<file path="src/rtl/xfft_pkg.sv">
// Shared definitions for the FFT twiddle generator: FSM and quadrant encodings,
// log2 helper and the quantised quarter-wave cosine used to build the ROM.
package xfft_pkg;

  typedef enum logic {
    ST_IDLE = 1'b0,
    ST_RUN  = 1'b1
  } xfft_state_e;

  typedef enum logic [1:0] {
    QD_0 = 2'd0,
    QD_1 = 2'd1,
    QD_2 = 2'd2,
    QD_3 = 2'd3
  } xfft_quad_e;

  function automatic int xfft_log2(input int n);
    int r;
    r = 0;
    for (int i = 0; i < 31; i++) begin
      if ((1 << i) < n) r = i + 1;
    end
    return r;
  endfunction

  // round(cos(2*pi*m/n) * 2^nbf), clipped to the largest positive nb-bit value
  function automatic int xfft_tw_cos(input int m, input int n, input int nbf, input int nb);
    real ang;
    real scaled;
    int  v;
    int  vmax;
    ang    = 2.0 * 3.14159265358979323846 * $itor(m) / $itor(n);
    scaled = $cos(ang) * $itor(1 << nbf);
    v      = $rtoi(scaled + 0.5);
    vmax   = (1 << (nb - 1)) - 1;
    if (v > vmax) v = vmax;
    return v;
  endfunction

endpackage

</file>
<file path="src/rtl/xfft_tw_rom.sv">
// Quarter-wave cosine table c(0..N/4); entries are elaboration-time constants.
module xfft_tw_rom
  import xfft_pkg::*;
#(
  parameter int N_FFT = 16,
  parameter int NB_T  = 10,
  parameter int NBF_T = 9,
  parameter int AW    = 3
) (
  input  logic [AW-1:0]          i_addr,
  output logic signed [NB_T-1:0] o_c
);

  localparam int DEPTH = N_FFT / 4 + 1;

  logic signed [NB_T-1:0] tbl [DEPTH];

  for (genvar g = 0; g < DEPTH; g++) begin : g_tbl
    assign tbl[g] = NB_T'(xfft_tw_cos(g, N_FFT, NBF_T, NB_T));
  end

  always_comb begin
    o_c = '0;
    if (int'(i_addr) < DEPTH) o_c = tbl[i_addr];
  end

endmodule

</file>
<file path="src/rtl/xfft_tw_gen.sv">
// Twiddle generator: tags each accepted sample with W^((n*step) mod N), 2-cycle latency.
// Define XFFT_TW_GEN_OREG_EN to add one output register stage (latency 3).
module xfft_tw_gen
  import xfft_pkg::*;
#(
  parameter int NB_I   = 8,
  parameter int NBF_I  = 7,
  parameter int NB_T   = 10,
  parameter int NBF_T  = 9,
  parameter int N_FFT  = 16,
  localparam int LOG2_N = xfft_log2(N_FFT)
) (
  input  logic                   i_clk,
  input  logic                   i_rst_n,
  input  logic                   i_valid,
  input  logic                   i_sof,
  input  logic [LOG2_N-1:0]      i_step,
  input  logic signed [NB_I-1:0] i_data_r,
  input  logic signed [NB_I-1:0] i_data_i,
  output logic signed [NB_I-1:0] o_data_r,
  output logic signed [NB_I-1:0] o_data_i,
  output logic signed [NB_T-1:0] o_tw_r,
  output logic signed [NB_T-1:0] o_tw_i,
  output logic                   o_valid,
  output logic                   o_sof,
  output logic                   o_eof,
  output logic                   o_err,
  output xfft_state_e            o_dbg_state
);

  // Handshake: no backpressure. A sample moves when i_valid is high on a rising
  // edge and the FSM accepts it; o_valid marks each output cycle, one per sample.

  localparam int AW = LOG2_N - 1;
  localparam logic [LOG2_N-1:0] N_LAST = LOG2_N'(N_FFT - 1);
  localparam logic [AW-1:0]     A_QTR  = AW'(N_FFT / 4);

  if (N_FFT < 8 || (N_FFT & (N_FFT - 1)) != 0) begin : g_bad_n
    $error("xfft_tw_gen: N_FFT must be a power of two >= 8");
  end
  if (NBF_I >= NB_I || NBF_T >= NB_T) begin : g_bad_frac
    $error("xfft_tw_gen: fractional bits must be below word width");
  end

  xfft_state_e       state_q, state_d;
  logic [LOG2_N-1:0] n_q, n_d;
  logic [LOG2_N-1:0] step_q, step_d;
  logic              accept;
  logic              err_pulse;
  logic [LOG2_N-1:0] idx;
  logic [LOG2_N-1:0] stp;
  logic [LOG2_N-1:0] e0;

  always_ff @(posedge i_clk or negedge i_rst_n) begin
    if (!i_rst_n) begin
      state_q <= ST_IDLE;
      n_q     <= '0;
      step_q  <= '0;
    end else begin
      state_q <= state_d;
      n_q     <= n_d;
      step_q  <= step_d;
    end
  end

  always_comb begin
    state_d = state_q;
    case (state_q)
      ST_IDLE: if (i_valid && i_sof) state_d = ST_RUN;
      ST_RUN:  if (i_valid && !i_sof && n_q == N_LAST) state_d = ST_IDLE;
      default: state_d = ST_IDLE;
    endcase
  end

  // Outside a frame only an SOF is taken; an SOF inside a frame restarts it and flags o_err
  always_comb begin
    accept    = 1'b0;
    err_pulse = 1'b0;
    case (state_q)
      ST_IDLE: accept = i_valid & i_sof;
      ST_RUN: begin
        accept    = i_valid;
        err_pulse = i_valid & i_sof;
      end
      default: ;
    endcase
  end

  // The SOF sample uses index 0 and the incoming stride before they are latched
  always_comb begin
    idx    = i_sof ? '0 : n_q;
    stp    = i_sof ? i_step : step_q;
    e0     = idx * stp;
    n_d    = accept ? idx + LOG2_N'(1) : n_q;
    step_d = (accept && i_sof) ? i_step : step_q;
  end

  logic                   v1_q, sof1_q, eof1_q, err1_q;
  logic signed [NB_I-1:0] dr1_q, di1_q;
  logic [LOG2_N-1:0]      e1_q;

  always_ff @(posedge i_clk or negedge i_rst_n) begin
    if (!i_rst_n) begin
      v1_q   <= 1'b0;
      sof1_q <= 1'b0;
      eof1_q <= 1'b0;
      err1_q <= 1'b0;
      dr1_q  <= '0;
      di1_q  <= '0;
      e1_q   <= '0;
    end else begin
      v1_q   <= accept;
      sof1_q <= accept & i_sof;
      eof1_q <= accept & (idx == N_LAST);
      err1_q <= err_pulse;
      if (accept) begin
        dr1_q <= i_data_r;
        di1_q <= i_data_i;
        e1_q  <= e0;
      end
    end
  end

  xfft_quad_e             quad;
  logic [AW-1:0]          addr_a, addr_b;
  logic signed [NB_T-1:0] ca, cb;
  logic signed [NB_T-1:0] tw_r_d, tw_i_d;

  assign quad   = xfft_quad_e'(e1_q[LOG2_N-1 -: 2]);
  assign addr_a = {1'b0, e1_q[LOG2_N-3:0]};
  assign addr_b = A_QTR - addr_a;

  xfft_tw_rom #(.N_FFT(N_FFT), .NB_T(NB_T), .NBF_T(NBF_T), .AW(AW)) u_rom_a (
    .i_addr (addr_a),
    .o_c    (ca)
  );

  xfft_tw_rom #(.N_FFT(N_FFT), .NB_T(NB_T), .NBF_T(NBF_T), .AW(AW)) u_rom_b (
    .i_addr (addr_b),
    .o_c    (cb)
  );

  // Unfold the quarter wave: ca = c(r), cb = c(N/4-r)
  always_comb begin
    tw_r_d = ca;
    tw_i_d = -cb;
    case (quad)
      QD_0: begin tw_r_d = ca;  tw_i_d = -cb; end
      QD_1: begin tw_r_d = -cb; tw_i_d = -ca; end
      QD_2: begin tw_r_d = -ca; tw_i_d = cb;  end
      QD_3: begin tw_r_d = cb;  tw_i_d = ca;  end
      default: ;
    endcase
  end

  logic                   v2_q, sof2_q, eof2_q, err2_q;
  logic signed [NB_I-1:0] dr2_q, di2_q;
  logic signed [NB_T-1:0] tr2_q, ti2_q;

  always_ff @(posedge i_clk or negedge i_rst_n) begin
    if (!i_rst_n) begin
      v2_q   <= 1'b0;
      sof2_q <= 1'b0;
      eof2_q <= 1'b0;
      err2_q <= 1'b0;
      dr2_q  <= '0;
      di2_q  <= '0;
      tr2_q  <= '0;
      ti2_q  <= '0;
    end else begin
      v2_q   <= v1_q;
      sof2_q <= sof1_q;
      eof2_q <= eof1_q;
      err2_q <= err1_q;
      if (v1_q) begin
        dr2_q <= dr1_q;
        di2_q <= di1_q;
        tr2_q <= tw_r_d;
        ti2_q <= tw_i_d;
      end
    end
  end

`ifdef XFFT_TW_GEN_OREG_EN
  logic                   v3_q, sof3_q, eof3_q, err3_q;
  logic signed [NB_I-1:0] dr3_q, di3_q;
  logic signed [NB_T-1:0] tr3_q, ti3_q;

  always_ff @(posedge i_clk or negedge i_rst_n) begin
    if (!i_rst_n) begin
      v3_q   <= 1'b0;
      sof3_q <= 1'b0;
      eof3_q <= 1'b0;
      err3_q <= 1'b0;
      dr3_q  <= '0;
      di3_q  <= '0;
      tr3_q  <= '0;
      ti3_q  <= '0;
    end else begin
      v3_q   <= v2_q;
      sof3_q <= sof2_q;
      eof3_q <= eof2_q;
      err3_q <= err2_q;
      if (v2_q) begin
        dr3_q <= dr2_q;
        di3_q <= di2_q;
        tr3_q <= tr2_q;
        ti3_q <= ti2_q;
      end
    end
  end

  assign o_valid  = v3_q;
  assign o_sof    = sof3_q;
  assign o_eof    = eof3_q;
  assign o_err    = err3_q;
  assign o_data_r = dr3_q;
  assign o_data_i = di3_q;
  assign o_tw_r   = tr3_q;
  assign o_tw_i   = ti3_q;
`else
  assign o_valid  = v2_q;
  assign o_sof    = sof2_q;
  assign o_eof    = eof2_q;
  assign o_err    = err2_q;
  assign o_data_r = dr2_q;
  assign o_data_i = di2_q;
  assign o_tw_r   = tr2_q;
  assign o_tw_i   = ti2_q;
`endif

  assign o_dbg_state = state_q;

endmodule
</file>
<file path="config.mk">
export PLATFORM = sky130hd
export DESIGN_NAME = xfft_tw_gen
export DESIGN_NICKNAME = d
export VERILOG_FILES = /design/src/rtl/xfft_pkg.sv /design/src/rtl/xfft_tw_rom.sv /design/src/rtl/xfft_tw_gen.sv
export SDC_FILE = /design/constraint.sdc
export NUM_CORES = 1
export LEC_CHECK = 0
export CORE_UTILIZATION = 52
export CTS_CLUSTER_SIZE = 16
export DETAILED_ROUTE_END_ITERATION = 10
export GPL_ROUTABILITY_DRIVEN = 1
export GPL_TIMING_DRIVEN = 0
export PLACE_DENSITY = 0.8
export SLEW_MARGIN = 20
export SYNTH_ARGS = -nofsm -noshare
export SYNTH_HDL_FRONTEND = slang
export SYNTH_SLANG_ARGS = --single-unit
</file>
<file path="constraint.sdc">
create_clock -name i_clk -period 3.4 [get_ports i_clk]
set_clock_uncertainty 0.1 [all_clocks]
set_input_delay 0.34 -clock i_clk [delete_from_list [all_inputs] [get_ports i_clk]]
set_output_delay 0.34 -clock i_clk [all_outputs]
set_load 0.01 [all_outputs]
</file>
Word level (Yosys, flattened, before mapping)
Memory sizes are Yosys's and may differ from the RTL's.
Cells that the tools add are included.
{"block": "classes", "addsub": 4, "n_mul": 1, "order_cmp": 4, "eq_ne": 5, "mux": 15, "bitwise_logic": 6, "reduce_logical": 6}
{"cell": "10-bit one-hot mux with 4 select lines", "count": 2}
{"cell": "10-bit two-way mux", "count": 6}
{"cell": "10-bit negation", "count": 2}
{"cell": "4-bit == test, second input constant", "count": 2}
{"cell": "4-bit >= comparator, second input constant", "count": 2}
{"cell": "4-bit two-way mux", "count": 2}
{"cell": "4-bit by 1-bit adder with 4-bit output, second input constant", "count": 1}
{"cell": "2-bit == test, second input constant", "count": 2}
{"cell": "1-bit logical AND", "count": 4}
{"cell": "4-bit by 4-bit multiplier with 4-bit output", "count": 1}
{"cell": "2-bit inverter with 4-bit output", "count": 1}
{"cell": "3-bit inverter with 4-bit output", "count": 1}
{"cell": "1-bit one-hot mux with 2 select lines", "count": 2}
{"cell": "1-bit AND", "count": 3}
{"cell": "2-bit by 3-bit less-than comparator with 1-bit output, second input constant", "count": 1}
{"cell": "3-bit less-than comparator, second input constant", "count": 1}
{"cell": "1-bit two-way mux", "count": 3}
{"cell": "3-bit by 2-bit subtractor with 3-bit output, first input constant", "count": 1}
{"cell": "2-bit by 1-bit == test with 1-bit output, second input constant", "count": 1}
{"cell": "2-bit logical NOT", "count": 1}
{"cell": "1-bit logical NOT", "count": 1}
{"cell": "1-bit inverter", "count": 1}
{"block": "totals", "regBits": 73, "romBits": 160, "out_inout_bits": 41, "n_memories": 2}
{"name": "(no name shown)", "depth": 8, "word_bits": 10, "read_ports": 1, "rd_ports_with_merged_regs": 0, "write_ports": 0, "line": "xfft_tw_rom.sv:24", "text": "if (int'(i_addr) < DEPTH) o_c = tbl[i_addr];"}
{"name": "(no name shown)", "depth": 8, "word_bits": 10, "read_ports": 1, "rd_ports_with_merged_regs": 0, "write_ports": 0, "line": "xfft_tw_rom.sv:24"}

Longest topological paths before layout
{"block": "logic_depth", "word_depth": 8, "mapped_depth": 10, "depth_no_buf": 9}

Modules after synthesis
A second synthesis with hierarchy kept.
{"block": "hier_totals", "cells_unflattened": 417, "area_unflattened_um2": 4005.1}
{"mod": "xfft_tw_gen", "n_inst": 1, "cells_each": 385, "area_each_um2": 3789.9, "seq_area_each_um2": 1826.8}
{"mod": "xfft_tw_rom", "n_inst": 2, "cells_each": 16, "area_each_um2": 107.6, "seq_area_each_um2": 0.0}

Least setup slack after synthesis
Ideal clock, no wire load.
{"block": "synth_path", "path_type": "input-to-reg", "startpoint": "input port i_sof", "endpoint": "register e1_q[3]", "arrival_ns": 2.319, "slack_ns": 0.899, "stages": 10, "path_buffers": 1, "path_cell_list": "clkbuf_1 -> nor2b_1 -> and2_1 -> ha_1 -> ha_1 -> ha_1 -> xnor2_1 -> xnor2_1 -> or3_1 -> a31oi_1"}
{"block": "synth_via", "elab_chain_cells": 2, "elab_cells_between_ends": 5, "classes_between": "mul (1); mux (3); bitwise (1)"}
{"element": "start: declaration", "line": "xfft_tw_gen.sv:16", "text": "input logic i_sof,"}
{"element": "4-bit two-way mux, or another cell as far along", "line": "xfft_tw_gen.sv:91", "text": "idx = i_sof ? '0 : n_q;"}
{"element": "4-bit by 4-bit multiplier with 4-bit output or 1-bit one-hot mux with 2 select lines (tied branches)", "line": "xfft_tw_gen.sv:93, xfft_tw_gen.sv:79"}
{"element": "end signal: assignment", "line": "xfft_tw_gen.sv:110", "text": "e1_q <= '0;"}
{"element": "end signal: assignment", "line": "xfft_tw_gen.sv:119", "text": "e1_q <= e0;"}
{"element": "end: declaration", "line": "xfft_tw_gen.sv:100", "text": "logic [LOG2_N-1:0] e1_q;"}
Parallel ways exist; a longest one is shown, timed or not.
A chain may end at the register's enable or synchronous reset.

Worst setup path after layout
Same ends and word-level chain as after synthesis.

==> metrics <==
number of setup violations in the final report=0; layout cells sized above 1=12.9%; maximum vdd drop=0.000361 V; power density cells=616 nW/µm²; Clock Latency Late Sink=around 0.35 ns; # IOs=65; Startpoint Class=input port; RSZ-0062 raised after global routing=false; Longest Clk Path Bufs=2; vias after detailed routing=2652; area share of the largest cell type after synthesis=52.5%; Area contributors post-synth=dfrtp_1 52%, nand2_1 8.4%, mux2_2 6.3%; Period minus WS final=2.95 ns; first-pass GRT wire length=11.9 mm; area leader, netlist=dfrtp_1; Clock transition at path regs=0.08 ns; DRC Markers=0; Critical Path End Type=register; Final Routed Wirelength=about 7.4 mm; PortBufs=63; HPWL Detailed=roughly 5.2 mm; sequential share of the synthesized area=52.5%; setup repair bufs after CTS=0; Hold WS=0.250 ns; gpl congestion=0.898; Seq cells post-synth=71; Die W=approximately 83 µm; Finished Layout Cells=494; maxcap violations=0; die span in y=82.7 µm; most common library cells after synthesis=76 x nand2_1, 71 x dfrtp_1, 19 x mux2_2, 19 x o21ai_0, 18 x nor2_1; Post-synth EDFFs=0; final instance area=about 4400 µm²; count leader, synth=nand2_1; CTS tree=done; Slew Limit Fails=0; GRT overflow=0; run status=finished clean; Most used DFF post-synth=dfrtp_1; WP data arrival=~3.1 ns; antenna violations before repair=0; min-delay worst type=register to register; Syn Nets=374; ant diodes=0; maximum clock rate=339 MHz; Final Hold Vio Count=0; NumNets Final=450; vias in the first global route=2542; Pwr Total=2700 µW; DRT Pass-1 Iters=6; Post-Place Cell Area=4140 µm²; worst slew pin tran=0.561 ns; crit-path max FO=10; initial core utilization=between 50% and 60%; global-route usage over all layers=between 20% and 30%; DR iter-0 viols=126; CTS root buf=clkbuf_8; largest net degree at the start of global routing=49; core area=6310 µm²; post_cts resized=0; mean routed wirelength per cell=15.0 µm; dpl cells=about 480; FILL cells=516; Setup CP Type=input port to register; die area=6840 µm²; Worst EP required=about 3.6 ns; Synth-to-Final Area Change=29.2%; Mapped Cells=336; cts hold-fix bufs=1; TritonCTS Buffers=9; slew margin rel.=62.6%; post-route ant nets=0; CTS H-tree depth=3; Yosys cell types=41; cell area after synthesis=3390 µm²; Vias/cell=5.37; final period utilization=86.7%; total negative slack=0 ns; num rows=29; Syn Area/Cell=10.1 µm²; warning count from the yosys run=0; # clock sinks=roughly 70; ys async rst share=100%; Leak=0.00199 µW
## layout make-up
cell class	instances	area [µm²]	share of cell area [%]
plain buffers	22	104	2.37
clock buffers	10	138	3.15
clock inverters	6	90.1	2.06
inverters	16	60.1	1.37
multi-input cells	227	1450	33.0
flip-flops and latches	71	1780	40.6
well taps	77	96.3	2.20
repair buffers	65	666	15.2
## report_power, final
part	switching [µW]	internal [µW]
Combinational	399	439
Clock	328	437
Sequential	96.5	996
Total	824	1870
## cell families (layout without fill, tap and decap cells)
family                     count (synthesis)  in the layout  synth area share, %
AOI/OAI and AO/OA                         62             62                 11.4
adders and majority gates                 14             14                 5.17
DFF                                       71             71                 52.5
xor gates and xnor gates                   9              9                 2.33
buffers and inverters                     38            119                 4.84
and+or+nand+nor                          116            116                 14.2
muxes                                     26             26                 9.57
## per-layer routing
layer / vias to the layer above / share of wire (%) / GRT usage [%]
li1: 1280 / - / -
met1: 1289 / 44 / 29.3
met2: 62 / 50 / 38.9
met3: 21 / 3.0 / 4.40
met4: 0 / 3.0 / 12.8
met5: - / 0 / 0
## state kept, by name, indices dropped and copies added (netlist names)
| register | flops |
|---|---|
| o_err | 1 |
| step_q | 4 |
| o_dbg_state | 1 |
| e1_q | 4 |
| n_q | 4 |
| o_eof | 1 |
| o_data_i | 8 |
| o_sof | 1 |
| o_tw_r | 9 |
| di1_q | 8 |
| o_tw_i | 9 |
| o_data_r | 8 |
| err1_q | 1 |
| sof1_q | 1 |
| v1_q | 1 |
| dr1_q | 8 |
| o_valid | 1 |
| eof1_q | 1 |
## critical path, stage by stage
cell,delay [ns]
clkdlybuf4s50_1,0.56
clkbuf_1,0.34
nor2b_1,0.13
and2_1,0.18
ha_1,0.29
ha_1,0.28
ha_1,0.21
xnor2_1,0.13
xnor2_1,0.14
or3_1,0.35
a31oi_1,0.16
## cell usage in the layout (no fill, tap or decap), types with 10 or more instances in the layout
| master | instances |
|---|---|
| a21oi_1 | 13 |
| buf_2 | 11 |
| clkbuf_8 | 10 |
| clkdlybuf4s50_1 | 62 |
| dfrtp_1 | 71 |
| ha_1 | 14 |
| inv_1 | 15 |
| mux2_2 | 19 |
| nand2_1 | 76 |
| nor2_1 | 18 |
| o21ai_0 | 19 |
## final timing paths
kind                         start     endpoint  slack (ns)  depth (start not counted)
max                          i_sof      e1_q[3]        0.45                         11
min                         err1_q        o_err        0.25                          0
max reg2reg                 n_q[1]      e1_q[3]        0.89                          9
min reg2reg                 err1_q        o_err        0.25                          0
max in group asynchronous  i_rst_n       n_q[1]        2.34                          3
min in group asynchronous  i_rst_n  o_data_i[2]        0.33                          2
## stage by stage
stage	setup slack (ns)	util, %
after floorplan	0.899	-
after global placement	-0.384	65.1
after detailed placement	0.0804	65.5
after CTS	0.437	69.3
after global routing	0.285	69.3
final	0.451	69.3
No activity file was read; power rests on OpenSTA's default activity.
